**config.mk**
```make
export PLATFORM = sky130hd
export DESIGN_NAME = uart_dump_ctrl
export DESIGN_NICKNAME = d
export VERILOG_FILES = /design/src/rtl/uart_dump_ctrl.sv
export SDC_FILE = /design/constraint.sdc
export NUM_CORES = 1
export LEC_CHECK = 0
export BUFFER_PORTS_ARGS = -buffer_cell sky130_fd_sc_hd__buf_2
export CAP_MARGIN = 0
export CORE_ASPECT_RATIO = 0.75
export CORE_MARGIN = 5
export CORE_UTILIZATION = 58
export CTS_CLUSTER_DIAMETER = 150
export DETAILED_ROUTE_END_ITERATION = 16
export GPL_TIMING_DRIVEN = 0
export PLACE_DENSITY = 0.8
export SLEW_MARGIN = 10
export SYNTH_ARGS = -nofsm -noshare
export SYNTH_HDL_FRONTEND = slang
export SYNTH_SLANG_ARGS = --single-unit
```
**constraint.sdc**
```tcl
create_clock -name clk -period 3.2 [get_ports clk]
set_input_delay 0.32 -clock clk [delete_from_list [all_inputs] [get_ports clk]]
set_output_delay 0.32 -clock clk [all_outputs]
set_load 0.02 [all_outputs]
```
**src/rtl/uart_dump_ctrl.sv**
```systemverilog
// Memory-dump sequencer: walks a word-aligned address range, reads each word and
// streams it to the UART transmitter as eight lowercase hex characters plus CR LF.
module uart_dump_ctrl #(
    parameter int NIBBLES = 8,
    parameter int RD_LAT  = 1
) (
    input  logic        clk,
    input  logic        rst_n,
    input  logic [31:0] uart_data,
    input  logic        read_start_set,
    input  logic        read_end_set,
    input  logic        read_stop,
    input  logic        pgm_start_set,
    input  logic        pgm_end_set,
    input  logic        pgm_stop,
    input  logic        tx_busy,
    input  logic [31:0] rd_data,
    output logic        rd_req,
    output logic [31:0] rd_adr,
    output logic        rd_sel,
    output logic [7:0]  tx_char,
    output logic        tx_en,
    output logic        dump_running
);

    localparam int NW = $clog2(NIBBLES + 1);
    localparam logic [31:0] TOP_ADR = 32'hFFFF_FFFC;

    typedef enum logic [2:0] {
        S_IDLE, S_RDREQ, S_RDWAIT, S_HEX, S_CR, S_LF, S_NEXT
    } state_t;

    state_t        state_q, state_d;
    logic [31:0]   start_adr_q, start_adr_d;
    logic [31:0]   end_adr_q, end_adr_d;
    logic [31:0]   cur_adr_q, cur_adr_d;
    logic          rd_sel_q, rd_sel_d;
    logic [31:0]   sh_q, sh_d;
    logic [NW-1:0] nib_q, nib_d;
    logic [1:0]    lat_q, lat_d;
    logic          guard_q, guard_d;

    logic          abort, start_set, end_set;
    logic [31:0]   in_aln;
    logic [3:0]    nib;
    logic [7:0]    hex_char;

    assign abort     = read_stop | pgm_stop;
    assign start_set = read_start_set | pgm_start_set;
    assign end_set   = read_end_set | pgm_end_set;
    assign in_aln    = {uart_data[31:2], 2'b00};
    assign nib       = sh_q[31:28];
    assign hex_char  = (nib < 4'd10) ? (8'h30 + {4'h0, nib}) : (8'h57 + {4'h0, nib});

    always_ff @(posedge clk or negedge rst_n) begin
        if (!rst_n) begin
            state_q     <= S_IDLE;
            start_adr_q <= '0;
            end_adr_q   <= '0;
            cur_adr_q   <= '0;
            rd_sel_q    <= 1'b0;
            sh_q        <= '0;
            nib_q       <= '0;
            lat_q       <= '0;
            guard_q     <= 1'b0;
        end else begin
            state_q     <= state_d;
            start_adr_q <= start_adr_d;
            end_adr_q   <= end_adr_d;
            cur_adr_q   <= cur_adr_d;
            rd_sel_q    <= rd_sel_d;
            sh_q        <= sh_d;
            nib_q       <= nib_d;
            lat_q       <= lat_d;
            guard_q     <= guard_d;
        end
    end

    always_comb begin
        state_d     = state_q;
        start_adr_d = start_adr_q;
        end_adr_d   = end_adr_q;
        cur_adr_d   = cur_adr_q;
        rd_sel_d    = rd_sel_q;
        sh_d        = sh_q;
        nib_d       = nib_q;
        lat_d       = lat_q;
        guard_d     = guard_q;
        rd_req      = 1'b0;
        tx_en       = 1'b0;
        tx_char     = 8'h00;

        if (state_q == S_IDLE) begin
            guard_d = 1'b0;
            nib_d   = '0;
            if (start_set) start_adr_d = in_aln;
            if (end_set) begin
                end_adr_d = in_aln;
                rd_sel_d  = ~read_end_set;
                // a start latched in this same cycle must be the first address
                cur_adr_d = start_set ? in_aln : start_adr_q;
                state_d   = S_RDREQ;
            end
        end else if (abort) begin
            state_d = S_IDLE;
            guard_d = 1'b0;
        end else begin
            unique case (state_q)
                S_RDREQ: begin
                    rd_req  = 1'b1;
                    lat_d   = '0;
                    state_d = S_RDWAIT;
                end
                S_RDWAIT: begin
                    if (lat_q == 2'(RD_LAT - 1)) begin
                        sh_d    = rd_data;
                        nib_d   = '0;
                        state_d = S_HEX;
                    end else begin
                        lat_d = lat_q + 2'd1;
                    end
                end
                S_HEX: begin
                    if (guard_q) begin
                        guard_d = 1'b0;
                        if (nib_q == NW'(NIBBLES)) state_d = S_CR;
                    end else if (!tx_busy) begin
                        tx_en   = 1'b1;
                        tx_char = hex_char;
                        sh_d    = {sh_q[27:0], 4'h0};
                        nib_d   = nib_q + 1'b1;
                        guard_d = 1'b1;
                    end
                end
                S_CR: begin
                    if (guard_q) begin
                        guard_d = 1'b0;
                        state_d = S_LF;
                    end else if (!tx_busy) begin
                        tx_en   = 1'b1;
                        tx_char = 8'h0d;
                        guard_d = 1'b1;
                    end
                end
                S_LF: begin
                    if (guard_q) begin
                        guard_d = 1'b0;
                        state_d = S_NEXT;
                    end else if (!tx_busy) begin
                        tx_en   = 1'b1;
                        tx_char = 8'h0a;
                        guard_d = 1'b1;
                    end
                end
                S_NEXT: begin
                    // the top-of-space check keeps cur_adr from wrapping to 0
                    if (cur_adr_q >= end_adr_q || cur_adr_q == TOP_ADR) begin
                        state_d = S_IDLE;
                    end else begin
                        cur_adr_d = cur_adr_q + 32'd4;
                        state_d   = S_RDREQ;
                    end
                end
                default: state_d = S_IDLE;
            endcase
        end
    end

    assign rd_adr       = cur_adr_q;
    assign rd_sel       = rd_sel_q;
    assign dump_running = (state_q != S_IDLE);

endmodule

```
Yosys cells after proc, flatten, opt, wreduce, memory -nomap -nowiden
Cells that the tools add are included.

Bits of input ports: 73. Flip-flop bits (word level): 137. Logic and storage cells: 110. Output and inout bits: 44.

Order comparisons: 2. Add/sub/neg operators: 5. Equality and inequality tests: 23. Reduce and logical (&&, ||, !) cells: 16. Muxes and demuxes: 49. Bitwise gates (word level): 6.

Operators by type and width (count): $mux 32 (9); $pmux 32 s2 (1); $mux 8 (5); $mux 4 (9); $add 32x3->32 const B (1); $eq 32x32->1 const B (1); $ge 32x32->1 (1); $mux 3 (8); $pmux 8 s3 (1); $ne 4x4->1 const B (5); $pmux 3 s6 (1); $mux 1 (12); $ne 2x2->1 const B (6); $reduce_and 6->1 (2); $eq 3x3->1 const B (3); $ne 3x3->1 const B (3); $reduce_bool 3->1 (3); $add 7x4->8 const A (1); $pmux 4 s2 (1); $reduce_and 4->1 (2); $add 6x4->7 const A (1); $eq 3x2->1 const B (2); $reduce_bool 2->1 (3); $reduce_and 5->1 (1); 15 further kinds (19).

Logic depth before layout (Yosys ltp)
Gate-level depths: netlist of the first run.

Depth after elaboration: 7. Depth in mapped cells: 10. Gate-level depth less buffers: 9.

Worst setup path after synthesis of the first run
OpenSTA, ideal clock, no wires.

Path kind: reg2reg. From: register cur_adr_q[3] (netlist: rd_adr[3]). To: register cur_adr_q[12] (netlist: rd_adr[12]). Stages on the path, launching flop included: 10. Arrival: 2.345 ns. Clock period less this slack: 2.485 ns. Slack: 0.715 ns. Cell sequence: dfrtp_1 -> ha_1 -> nor2b_1 -> a311oi_1 -> o21ai_0 -> a211o_1 -> a31o_4 -> buf_4 -> o311ai_0 -> o21ai_0.

Longest elaborated chain between the ends: 5.

Ends and longest elaborated chain: from (decl) (line 36) `logic [31:0] cur_adr_q, cur_adr_d;`; from (signal assigned) (line 70) `cur_adr_q <= cur_adr_d;`; $add 32x3->32 (line 160) `cur_adr_d = cur_adr_q + 32'd4;`; $mux 32 (line 157) `if (cur_adr_q >= end_adr_q || cur_adr_q == TOP_ADR) begin`; $mux 32 (line 108) `unique case (state_q)`; $mux 32 (line 104) `end else if (abort) begin`; $mux 32 (line 93) `if (state_q == S_IDLE) begin`.

Several ways; a longest one is shown, not always the timed one. The select of a mux whose other input is x is not followed. A chain may end at the register's enable or synchronous reset.

Worst setup path after layout of the first run
From: register cur_adr_q[3] (netlist: rd_adr[3]). To: register cur_adr_q[9] (netlist: rd_adr[9]).

Same word-level chain as after synthesis.

==> impl_metrics.tcl, run 1 <==
set metrics [dict create \
    die_h_um 110 \
    reg2reg_slack_ns 0.11 \
    drcViolationCount 0 \
    synth_seq_cells 137 \
    setup_slack_ns 0.114 \
    arrival_ns 3.36 \
    postRouteAntennaNets 0 \
    core_um2 13000 \
    synth_top_area_cell "dfrtp_1" \
    firstDrtPassIters 6 \
    area_delta_synth_final_pct 17.9 \
    avgSynthCellArea_um2 8.88 \
    fin_crit_sh 0.964 \
    p_seq_frac 0.335 \
    grt_pass1_wl_um 35900 \
    grt_overflow_total 0 \
    fillers 1066 \
    grt_max_degree 77 \
    power.internal_mw 5.24 \
    fin_worst_skew_ns 0.00593 \
    crit_type "reg2reg" \
    register_area_um2 3430 \
    grt.total_usage 0.293 \
    worstPathMaxFanout 10 \
    post-dp-hpwl_um 15900 \
    cts_buffer_depth 2 \
    place_ws_ns 0.0713 \
    tightest_slew_ns 0.910 \
    holdPathEnd "rd_sel$_DFFE_PN0P_" \
    wl_per_cell_um 18.7 \
    endpoint_kind "flop" \
    cts.sinks 137 \
    wl_um 22100 \
    crit_slowest_cell "dfrtp_1" \
    r2r_end "rd_adr[9]$_DFFE_PN0P_" \
    vias_per_cell 6.17 \
    gp_congestion 0.966 \
    yosysWarnings 0 \
    nets 1105 \
    rsz0062_at_grt "no" \
    antenna_found_initial 0 \
    seq_area_frac_synth 0.447 \
    cp.required_ns 3.48 \
    timing.fmax_mhz 324 \
    synth_async_sr_flop_share 1.00 \
    rr_startpoint "rd_adr[3]$_DFFE_PN0P_" \
    run_status "finished clean" \
    cts.root.buffer_cell "clkbuf_16" \
    crit_buf_inv 1 \
    hold_class "in2reg" \
    multi_input_area_um2 3820 \
    port_buffers 113 \
    clk_pin_slew_ns 0.06 \
    synth_top_area_frac 0.447 \
    clockPowerShare 0.195 \
    cp-start-kind "flop" \
    p_sw_mw 4.01 \
    start_util 0.591 \
    die_w_um 143 \
    hold_path_startpoint "read_end_set" \
    synth_cell_types 59 \
    relSlewSlack 0.388 \
    syn-num-nets 971 \
    hold_violations 0 \
    h-tree-depth 4 \
    syn_inst 863 \
    design_area_um2 9040 \
    cts_buffers 17 \
    cp_slowest_stage_delay_ns 0.47 \
    synth_enable_flop_cells 0 \
    antenna_cells 0 \
    hold_path_depth 2 \
    pwr-share-comb 0.470 \
    die-area_um2 15600 \
    dpl_cell_area_um2 8480 \
    slew_violations 0 \
    cts_tree "done" \
    io_pins 117 \
    crit_chain "ha_1, nor2b_1, a311oi_2, o21ai_0, a211o_1, a31o_4, buf_4, o311ai_0, o21ai_0" \
    num_rows 36 \
    critPathTopFamily "compound AO/OA/AOI/OAI gates" \
    ir_drop_uv 579 \
    synthesis.area_um2 7670 \
    crit_path_frequent_cell "o21ai_0" \
    setup_viol 0 \
    period_minus_slack_ns 3.09 \
    power.share.switching 0.433 \
    num_vias 7283 \
    grt_pass1_vias 6921 \
    cap_viol_max_count 0 \
    powerDensity_nw_per_um2 1020 \
    drive_gt1_frac 0.198 \
    drt_iter0_drc 942 \
    p_leak_nw 4.03 \
    reg2reg_depth 9 \
    synth_ff_type "dfrtp_1" \
    clk_latency_ns 0.42 \
    synthTopCellsByArea "dfrtp_1, nand2_1, ha_1" \
]
[metrics by stage]
stage | instances | hold WS, ns | power [mW] | TNS [ns] | util
after floorplan | 863 | 0.0244 | 5.96 | 0 | -
after global placement | 1147 | 0.458 | 7.17 | -18.64 | 0.651
after detailed placement | 1148 | 0.341 | 7.32 | 0 | 0.654
after CTS | 1180 | 0.107 | 9.16 | 0 | 0.696
after global routing | 1180 | 0.127 | 9.87 | 0 | 0.697
final | 1180 | 0.120 | 9.25 | 0 | 0.697
[worst max-delay path by stage]
| stage | from | to | slack [ns] | cells after the start |
|---|---|---|---|---|
| floorplan | rd_adr[3]$_DFFE_PN0P_ | rd_adr[12]$_DFFE_PN0P_ | 0.72 | 9 |
| global placement | rst_n | sh_q[21]$_DFFE_PN0P_ | -0.15 | 1 |
| detailed placement | rd_adr[3]$_DFFE_PN0P_ | rd_adr[9]$_DFFE_PN0P_ | 0.07 | 9 |
| CTS | rd_adr[3]$_DFFE_PN0P_ | rd_adr[9]$_DFFE_PN0P_ | 0.07 | 9 |
| global route | rd_adr[3]$_DFFE_PN0P_ | rd_adr[9]$_DFFE_PN0P_ | 0.02 | 9 |
| finish | rd_adr[3]$_DFFE_PN0P_ | rd_adr[9]$_DFFE_PN0P_ | 0.11 | 9 |
[repair_timing]
action,in CTS,in global routing
hold buffers,1,0
setup buffers,0,0
gates resized for setup,0,1
endpoints found under the hold margin,61,0
setup endpoints to repair,0,6
[state kept, by name (all words and copies together), names as in the netlist]
register	cells
sh_q	32
guard_q	1
rd_sel	1
state_q	3
end_adr_q	30
lat_q	2
start_adr_q	32
nib_q	4
rd_adr	32
[layout by cell type (no fill, tap or decap), types with 4 or more instances in the layout]
cell type,n
o21ai_0,69
buf_4,5
buf_1,5
or3_1,5
o311ai_0,13
and4_1,4
nor3_1,25
a31oi_1,47
inv_1,42
clkbuf_8,5
mux2i_1,8
a21o_1,4
ha_1,35
nand3_1,11
a22o_1,5
buf_2,118
mux2_2,28
nor2_1,78
clkinv_2,4
nand4_1,9
nand2_1,130
and3_1,10
nor2b_1,14
o32a_1,16
clkbuf_1,41
o21ai_1,4
clkbuf_16,17
a21oi_1,55
nand2b_1,5
a211oi_1,11
dfrtp_1,137
[final cells by class]
class / instances / area share
sequential: 137 / 0.379
clock inverter: 7 / 0.00471
inverter: 43 / 0.0179
timing repair buffer: 115 / 0.0674
clock buffer: 24 / 0.0555
buffer: 58 / 0.0288
multi-input combinational: 625 / 0.423
tap: 171 / 0.0237
[logic make-up after synthesis]
kind of cell             after synthesis  synth area share
multiplexers                          36            0.0516
AO/OA/AOI/OAI                        249             0.209
AND/OR/NAND/NOR                      303             0.179
other                                  1          0.000489
adder cells (fa/ha/maj)               35            0.0571
flip-flops                           137             0.447
XOR/XNOR                               1           0.00114
buffers and inverters                101            0.0550
[layer usage]
metal,up-vias,global-route usage,wire [um]
li1,3367,-,-
met1,3470,0.445,10100
met2,405,0.414,9260
met3,41,0.0743,2340
met4,0,0.0848,398
met5,-,0,0
[worst register-to-register path: cells and delay by family (launching register included)]
kind / cells / cell delay [ns]
compound gates: 6 / 1.79
flops: 1 / 0.47
fa+ha+maj: 1 / 0.36
buf+inv: 1 / 0.18
simple gates: 1 / 0.15
[synthesized netlist by cell type, types with 4 or more instances]
master / count
a22o_1: 5
dfrtp_1: 137
or3_1: 5
a31oi_1: 47
buf_4: 5
inv_1: 42
and4_1: 4
buf_1: 5
clkbuf_1: 39
and3_1: 10
nand4_1: 9
nand3_1: 11
buf_2: 6
o32a_1: 16
nor3_1: 25
nand2b_1: 5
ha_1: 35
a211oi_1: 11
a21o_1: 4
mux2i_1: 8
nor2_1: 78
o21ai_0: 69
a21oi_1: 55
nor2b_1: 14
nand2_1: 130
mux2_2: 28
o21ai_1: 4
o311ai_0: 13
[power groups by stage]
stage	Clock [mW]	Combinational [mW]	Sequential [mW]
final	1.80	4.35	3.10
after global placement	0	4.11	3.06
after global routing	1.88	4.80	3.19
after floorplan	0	2.85	3.11
after detailed placement	0	4.23	3.09
after CTS	1.81	4.27	3.08
No activity file was read; power rests on OpenSTA's default activity.
==> inputs of run 2 (changes only) <==
--- a/config.mk
+++ b/config.mk
@@ -9,11 +9,12 @@
 export CAP_MARGIN = 0
 export CORE_ASPECT_RATIO = 0.75
 export CORE_MARGIN = 5
-export CORE_UTILIZATION = 58
+export CORE_UTILIZATION = 59
+export CTS_BUF_LIST = sky130_fd_sc_hd__clkbuf_8
 export CTS_CLUSTER_DIAMETER = 150
 export DETAILED_ROUTE_END_ITERATION = 16
 export GPL_TIMING_DRIVEN = 0
-export PLACE_DENSITY = 0.8
+export PLACE_DENSITY = 0.82
 export SLEW_MARGIN = 10
 export SYNTH_ARGS = -nofsm -noshare
 export SYNTH_HDL_FRONTEND = slang
==> run 2 against run 1 <==
Register-to-register slack barely moved. Sequential power barely moved. Die area fell by 1.6%. Combinational power rose by 0.9%. Via count rose by 1.4%. Sequential share of layout area rose by 0.29 points. Largest power group unchanged.
==> impl_metrics.tcl, run 2 (synthesized netlist as in run 1, its figures left out) <==
set metrics [dict create \
    r2r_end "rd_adr[24]$_DFFE_PN0P_" \
    vias_per_cell 6.25 \
    design_area_um2 8970 \
    final_common_cell "dfrtp_1" \
    cp_slowest_stage_delay_ns 0.49 \
    hold_class "in2reg" \
    wl_um 22800 \
    clk_latency_ns 0.47 \
    antenna_cells 0 \
    h-tree-depth 4 \
    grt_max_degree 81 \
    p_leak_nw 4.00 \
    gp_congestion 0.978 \
    grt_pass1_vias 7035 \
    hold_path_startpoint "uart_data[20]" \
    slew_violations 0 \
    tightest_slew_ns 1.05 \
    crit_chain "ha_1, nor2b_1, a311oi_2, o21ai_1, a211o_1, a31o_4, buf_4, o311ai_0, o21ai_0" \
    port_buffers 113 \
    fin_worst_skew_ns 0.0167 \
    cts_setup_buffers 0 \
    cts_buffers 17 \
    cts.sinks 137 \
    drcViolationCount 0 \
    whs_ns 0.0737 \
    grt_pass1_wl_um 36400 \
    clk_pin_slew_ns 0.09 \
    final.setup.tns_ns 0 \
    wl_per_cell_um 19.3 \
    setup_viol 0 \
    antenna_found_initial 0 \
    arrival_ns 3.40 \
    cp.required_ns 3.53 \
    timing.fmax_mhz 325 \
    num_vias 7386 \
    grt_overflow_total 0 \
    io_pins 117 \
    multi_input_area_um2 3820 \
    grt.total_usage 0.299 \
    fillers 1069 \
    final_cell_mix "dfrtp_1, nand2_1, buf_2" \
    cap_viol_max_count 0 \
    endpoint_kind "flop" \
    firstDrtPassIters 6 \
    dpl_cell_area_um2 8480 \
    hold_violations 0 \
    period_minus_slack_ns 3.07 \
    nets 1105 \
    run_status "finished clean" \
    holdPathEnd "end_adr_q[20]$_DFFE_PN0P_" \
    powerDensity_nw_per_um2 1030 \
    cts_buffer_depth 2 \
    die_h_um 109 \
    power_mw 9.23 \
    ir_drop_uv 668 \
    crit_type "reg2reg" \
    fin_crit_sh 0.961 \
    crit_slowest_cell "dfrtp_1" \
    die_w_um 142 \
    worstPathMaxFanout 10 \
    met1_usage 0.444 \
    core_um2 12900 \
    use_met3 0.0776 \
    rr_startpoint "rd_adr[3]$_DFFE_PN0P_" \
    postRouteAntennaNets 0 \
    grt_use_met2 0.430 \
    drive_gt1_frac 0.201 \
    drt_iter0_drc 979 \
    cp-start-kind "flop" \
    hold_path_depth 3 \
    top_usage_layer "met1" \
    post-dp-hpwl_um 16400 \
    cts_tree "done" \
    reg2reg_slack_ns 0.13 \
    start_util 0.595 \
    register_area_um2 3430 \
    relSlewSlack 0.296 \
    area_delta_synth_final_pct 17.0 \
    cts.root.buffer_cell "clkbuf_8" \
    num_rows 36 \
    die-area_um2 15400 \
    crit_buf_inv 1 \
    reg2reg_depth 9 \
    critPathTopFamily "compound AO/OA/AOI/OAI gates" \
]
## run 2: cell count changes in the layout (fill, tap and decap cells not counted), sizes merged
cell | previous run | this run
inv | 43 | 46
bufinv | 0 | 5
clkbuf | 64 | 59
clkinvlp | 3 | 1
## run 2: layer usage
metal	vias up	wire (um)
met5	-	0
met4	0	425
met3	56	2360
met2	409	9790
met1	3554	10200
li1	3367	-
## run 2: worst reg2reg max path, delay by kind of cell (launching register included)
kind | cells | cell delay (ns)
buffers and inverters | 1 | 0.18
adder cells (fa/ha/maj) | 1 | 0.37
flip-flops | 1 | 0.49
AO/OA/AOI/OAI | 6 | 1.75
AND/OR/NAND/NOR | 1 | 0.15
## run 2: through the flow
stage / setup slack, ns / std cells / utilization
finish: 0.126 / 1181 / 0.696
global placement: -0.133 / 1147 / 0.656
CTS: 0.0273 / 1181 / 0.696
detailed placement: 0.0569 / 1148 / 0.658
global route: -0.0328 / 1181 / 0.696
floorplan: 0.715 / 863 / -
## run 2: how the worst max path moves through the flow
stage,from,cells past startpoint,endpoint
after floorplan,rd_adr[3]$_DFFE_PN0P_,9,rd_adr[12]$_DFFE_PN0P_
after global placement,rst_n,1,sh_q[25]$_DFFE_PN0P_
after global routing,rd_adr[3]$_DFFE_PN0P_,9,rd_adr[24]$_DFFE_PN0P_
after CTS,rd_adr[3]$_DFFE_PN0P_,9,rd_adr[24]$_DFFE_PN0P_
after detailed placement,rd_adr[3]$_DFFE_PN0P_,9,rd_adr[20]$_DFFE_PN0P_
final,rd_adr[3]$_DFFE_PN0P_,9,rd_adr[24]$_DFFE_PN0P_
## run 2: report_power, final
part	switching, mW	internal [mW]
clock	0.752	0.979
combinational	2.73	1.66
sequential	0.612	2.50
## run 2: area by class of cell
cell class,count,share of cell area
Buffer,58,0.0290
Timing Repair Buffer,115,0.0679
Clock inverter,13,0.0240
Inverter,43,0.0180
Clock buffer,19,0.0291
Sequential cell,137,0.382
Multi-Input combinational cell,625,0.426
Tap cell,171,0.0238
## run 2: timing repair
action,in CTS,in global routing
gates resized for setup,0,2
setup endpoints to repair,0,15
hold endpoints to repair,79,0
hold buffers,1,0
==> inputs of run 3 (changes only) <==
--- a/config.mk
+++ b/config.mk
@@ -5,7 +5,7 @@
 export SDC_FILE = /design/constraint.sdc
 export NUM_CORES = 1
 export LEC_CHECK = 0
-export BUFFER_PORTS_ARGS = -buffer_cell sky130_fd_sc_hd__buf_2
+export BUFFER_PORTS_ARGS = -buffer_cell sky130_fd_sc_hd__clkbuf_2
 export CAP_MARGIN = 0
 export CORE_ASPECT_RATIO = 0.75
 export CORE_MARGIN = 5
==> run 3 against run 2 <==
Via count is 0.92% lower. Die area unchanged. Non-clock buffer count did not move. Cell area is 0.25% lower. Largest power group unchanged. Highest routed layer unchanged.
==> impl_metrics.tcl, run 3 (synthesized netlist as in run 1, its figures left out) <==
set metrics [dict create \
    grt_pass1_vias 6825 \
    post-dp-hpwl_um 16000 \
    cap_viol_max_count 0 \
    pwr-share-comb 0.480 \
    power.share.switching 0.445 \
    relSlewSlack 0.372 \
    arrival_ns 3.42 \
    cp-start-kind "flop" \
    slew_violations 0 \
    timing.fmax_mhz 321 \
    grt_max_degree 96 \
    tightest_slew_ns 0.942 \
    postRouteAntennaNets 0 \
    clk_latency_ns 0.46 \
    final_cell_mix "dfrtp_1, nand2_1, clkbuf_2" \
    core_um2 12900 \
    use_met3 0.0723 \
    io_pins 117 \
    setup_viol 0 \
    start_util 0.595 \
    crit_type "reg2reg" \
    met1_usage 0.439 \
    wl_um 22200 \
    p_leak_nw 4.01 \
    area_delta_synth_final_pct 16.7 \
    grt.total_usage 0.293 \
    top_usage_layer "met1" \
    register_area_um2 3430 \
    p_sw_mw 4.04 \
    cts_tree "done" \
    die_h_um 109 \
    multi_input_area_um2 3820 \
    die_w_um 142 \
    powerDensity_nw_per_um2 1020 \
    endpoint_kind "flop" \
    whs_ns 0.0844 \
    ir_drop_uv 640 \
    cts_buffers 17 \
    grt_overflow_total 0 \
    fin_worst_skew_ns 0.0138 \
    run_status "finished clean" \
    hold_class "in2reg" \
    cp.required_ns 3.51 \
    num_vias 7318 \
    gp_congestion 0.968 \
    clk_pin_slew_ns 0.08 \
    p_seq_frac 0.341 \
    period_minus_slack_ns 3.11 \
    fin_crit_sh 0.972 \
    die-area_um2 15400 \
    grt_use_met2 0.417 \
    final_common_cell "dfrtp_1" \
    dp.cells 1148 \
    vias_per_cell 6.20 \
    num_rows 36 \
    cts_buffer_depth 2 \
    wl_per_cell_um 18.8 \
    power_mw 9.09 \
    antenna_found_initial 0 \
    nets 1105 \
    h-tree-depth 4 \
    power.internal_mw 5.05 \
    fillers 1048 \
    port_buffers 113 \
    instances_no_fill 1181 \
    antenna_cells 0 \
    drcViolationCount 0 \
    cts.sinks 137 \
    final.setup.tns_ns 0 \
    worstPathMaxFanout 10 \
    grt_pass1_wl_um 35300 \
    firstDrtPassIters 7 \
    cts.root.buffer_cell "clkbuf_8" \
    clockPowerShare 0.179 \
    hold_violations 0 \
    drt_iter0_drc 1108 \
    drive_gt1_frac 0.201 \
]
==> run 3: timing repair <==
| action | in CTS | in global routing |
|---|---|---|
| hold buffers | 1 | 0 |
| resized for setup | 0 | 2 |
| hold endpoints to repair | 42 | 0 |
| buffers inserted | 0 | 0 |
| endpoints found under the setup margin | 0 | 14 |
==> run 3: worst max-delay path, stage by stage, from the launching register on <==
cell      delay, ns
dfrtp_1        0.49
ha_1           0.36
nor2b_1        0.15
a311oi_2       0.36
o21ai_1        0.20
a211o_1        0.41
a31o_4         0.28
buf_4          0.18
o311ai_0       0.38
o21ai_0        0.17
==> run 3: worst paths after layout <==
check	slack, ns	to	from	cells past startpoint
worst max-delay path	0.09	rd_adr[24]$_DFFE_PN0P_	rd_adr[3]$_DFFE_PN0P_	9
worst min-delay path	0.08	rd_sel$_DFFE_PN0P_	read_end_set	2
worst max register to register	0.09	rd_adr[24]$_DFFE_PN0P_	rd_adr[3]$_DFFE_PN0P_	9
worst min register to register	0.48	start_adr_q[7]$_DFFE_PN0P_	start_adr_q[7]$_DFFE_PN0P_	1
max in group asynchronous	2.09	end_adr_q[12]$_DFFE_PN0P_	rst_n	3
min in group asynchronous	0.34	start_adr_q[27]$_DFFE_PN0P_	rst_n	2
==> run 3: metal layers <==
layer	part of all wire	up-vias	wire length [um]
met2	0.43	383	9430
met5	0	-	0
met1	0.45	3534	9990
li1	-	3359	-
met4	0.019	0	414
met3	0.11	42	2350
==> run 3: final cells by class <==
type	instances	area share
timing repair buffer	115	0.0684
clock inverter	13	0.0212
buffer	58	0.0291
multi-input combinational	625	0.427
inverter	43	0.0180
clock buffer	19	0.0292
sequential	137	0.383
tap	171	0.0239
==> run 3: power by group through the flow <==
stage / Clock [mW] / Sequential (mW) / Combinational, mW
floorplan: 0 / 3.11 / 2.85
global placement: 0 / 3.07 / 4.10
detailed placement: 0 / 3.10 / 4.23
CTS: 1.63 / 3.07 / 4.26
global route: 1.70 / 3.18 / 4.81
finish: 1.62 / 3.10 / 4.37
==> run 3: per-stage QoR <==
stage | util | worst slack (ns) | instance area, um^2
final | 0.695 | 0.0887 | 8950
after global placement | 0.656 | -0.495 | 8450
after detailed placement | 0.658 | 0.108 | 8480
after global routing | 0.695 | -0.0223 | 8950
after floorplan | - | 0.715 | 7670
after CTS | 0.694 | 0.0149 | 8940
